`src/rtl/priority_encoder_8.sv`:
```
// priority_encoder_8: registered 8-to-3 priority encoder (i8 highest); clk, rst_n async low, i1..i8 requests, {o3,o2,o1} index, o4 valid
module priority_encoder_8 (
  input  logic clk,
  input  logic rst_n,
  input  logic i1,
  input  logic i2,
  input  logic i3,
  input  logic i4,
  input  logic i5,
  input  logic i6,
  input  logic i7,
  input  logic i8,
  output logic o1,
  output logic o2,
  output logic o3,
  output logic o4
);
  logic [2:0] idx;
  logic       any;
  always_comb begin
    idx = i8 ? 3'd7 :
          i7 ? 3'd6 :
          i6 ? 3'd5 :
          i5 ? 3'd4 :
          i4 ? 3'd3 :
          i3 ? 3'd2 :
          i2 ? 3'd1 : 3'd0;
    any = i1 | i2 | i3 | i4 | i5 | i6 | i7 | i8;
  end
  always_ff @(posedge clk or negedge rst_n)
    if (!rst_n) {o4, o3, o2, o1} <= 4'b0000;
    else        {o4, o3, o2, o1} <= {any, idx};
endmodule

```
`config.mk`:
```
export PLATFORM = sky130hd
export DESIGN_NAME = priority_encoder_8
export DESIGN_NICKNAME = d
export VERILOG_FILES = /design/src/rtl/priority_encoder_8.sv
export SDC_FILE = /design/constraint.sdc
export NUM_CORES = 1
export LEC_CHECK = 0
export CELL_PAD_IN_SITES_DETAIL_PLACEMENT = 1
export CELL_PAD_IN_SITES_GLOBAL_PLACEMENT = 1
export CORE_AREA = 4 4 41 43
export CTS_CLUSTER_SIZE = 24
export DETAILED_ROUTE_END_ITERATION = 16
export DIE_AREA = 0 0 45 47
export PLACE_DENSITY = 0.55
export SETUP_SLACK_MARGIN = 0.05
export SYNTH_ARGS = -nofsm -noshare
export SYNTH_HDL_FRONTEND = slang
export SYNTH_SLANG_ARGS = --single-unit
```
`constraint.sdc`:
```
create_clock -name clk -period 0.8 [get_ports clk]
set_clock_uncertainty 0.1 [all_clocks]
set_input_delay 0.16 -clock clk [delete_from_list [all_inputs] [get_ports clk]]
set_output_delay 0.16 -clock clk [all_outputs]
set_load 0.01 [all_outputs]
```
==> impl_metrics.ini <==
[clocking]
clockBufferDepth = 2
cts-root-buf = clkbuf_4
cts_setup_buffers = 0
cts_buffers = 3
clk_pin_slew_ns = 0.03
htree_levels = 1
tritoncts = built
cts.sinks = 4
cts_hold_buf = 0

[cells_and_area]
antenna_cells = 0
fin_util_pct = 24.5
layout_common_cells = 7 x dlygate4sd2_1, 4 x dfrtp_1, 4 x buf_2
final_common_cell = dlygate4sd2_1
ff_latch_area_um2 = 100
fin_nets = 44
multi_input_area_um2 = 65.1
syn2layout_area_growth_pct = 102
final_area_um2 = 319
fillCellCount = 166
fin_cells = 47
drive_gt1_share_pct = 37.5

[die]
die_w_um = 45
dieArea_um2 = 2120
ios = 14
core-area_um2 = 1300
dieHeight_um = 47
rows = 13
start_util_pct = 12.1

[route]
vias = 183
route.detailed.drc = 0
ant_nets = 0
drt_iter0_markers = 0
viasPerCell = 3.89
post_drt_wl_per_cell_um = 10.3
dr.pass1.iters = 1
wl_um = 483

[synth]
avgSynthCellArea_um2 = 9.85
yosysWarnings = 0
ys_types = 8
synth_seq_cells = 4
synth_area_um2 = 158
yosysSeqAreaShare_pct = 63.5
synthesis.nets = 26
synthCells = 16

[timing]
hold_viol_final = 0
rsz0062_at_grt = yes
fin_crit_sh_pct = 122
fin_ws_ns = -0.177
period_needed_ns = 0.977
fin_setup_tns_ns = -0.681
setup_viol_count_final = 4
drv_slew = 0
hold_ws_ns = 0.0267
tightest_slew_ns = 0.190
relSlewSlack_pct = 87.2
fmax_ghz = 1.02

[power_and_ir_drop]
leakage_nw = 0.142
peakVddDrop_uv = 334
power_density_nw_per_um2 = 1680

[placed_design]
placed_area_um2 = 307
gp_congestion = 0.626
numPortBuffers = 13
dp_cells = 44

[worst_setup_path]
crit_buf_inv = 1
crit_chain = buf_2
crit_family = flip-flops
slowest_stage = dfrtp_1
max_stage_delay_ns = 0.35
critPathKind = register to primary output
cp-start-kind = register
cp.arrival_ns = 0.72
endpoint_kind = primary output
required_ns = 0.54
critPathMaxFanout = 1

[global_route]
grt-ovfl-total = 0
grt_max_degree = 5
grt_pass1_wl_um = 786
antenna_found_initial = 0
grt_pass1_vias = 210
grt_use_total_pct = 6.27

[status]
violations = setup timing
status = complete, but fails checks

[flow_run]
max_cap_viol_count = 0

[worst_hold_path]
hp-class = input port to async pin
-- per-layer routing --
| layer | up-vias | GRT usage, % | part of all wire (%) |
|---|---|---|---|
| met1 | 76 | 5.08 | 35 |
| met4 | 0 | 10.5 | 5.2 |
| li1 | 87 | - | - |
| met3 | 4 | 5.36 | 21 |
| met5 | - | 0 | 0 |
| met2 | 16 | 7.06 | 39 |
-- per-stage QoR --
stage	setup WS, ns	total power, mW
after CTS	-0.192	0.550
after floorplan	0.164	0.236
after global placement	-0.360	0.306
after global routing	-0.204	0.568
after detailed placement	-0.388	0.308
final	-0.177	0.536
-- worst max-delay path by stage --
stage,slack (ns),startpoint,end,depth (start not counted)
after global routing,-0.20,o3$_DFF_PN0_,o3,1
after CTS,-0.19,o3$_DFF_PN0_,o3,1
final,-0.18,o3$_DFF_PN0_,o3,1
after global placement,-0.36,i3,o1$_DFF_PN0_,4
after detailed placement,-0.39,i3,o1$_DFF_PN0_,4
after floorplan,0.16,o1$_DFF_PN0_,o1,0
-- cells by family after synthesis --
logic type,count (synthesis),share of synthesized area (%)
simple gates,6,15.9
flops,4,63.5
compound gates,4,15.9
buf+inv,2,4.76
-- power by group --
part	total, mW	switching (mW)	leakage, nW	internal (mW)
Combinational	0.0811	0.0398	0.0900	0.0413
Sequential	0.213	0.00152	0.0386	0.211
Clock	0.242	0.0748	0.0138	0.167
-- sequential cells by signal, summed over array words and instances (netlist names) --
| signal | cells |
|---|---|
| o1 | 1 |
| o2 | 1 |
| o3 | 1 |
| o4 | 1 |
-- synth_stat cells --
master    instances  area [um^2]
inv_1             1         3.75
dfrtp_1           4          100
nand4_1           1         6.26
o31ai_1           2         15.0
a21oi_1           2         10.0
nor2_1            4         15.0
nand2_1           1         3.75
clkinv_1          1         3.75
-- area by class of cell --
| class | instances | share of cell area [%] |
|---|---|---|
| Inverter | 2 | 2.75 |
| Timing Repair Buffer | 13 | 32.5 |
| Sequential cell | 4 | 31.4 |
| Clock buffer | 3 | 7.06 |
| Multi-Input combinational cell | 10 | 20.4 |
| Tap cell | 15 | 5.88 |
-- timing repair --
item / 4_1_cts / 5_1_grt
setup endpoints to repair: 8 / 6
pin swaps: 2 / 2
resized for setup: 25 / 4
(Power assumes the default switching activity.)
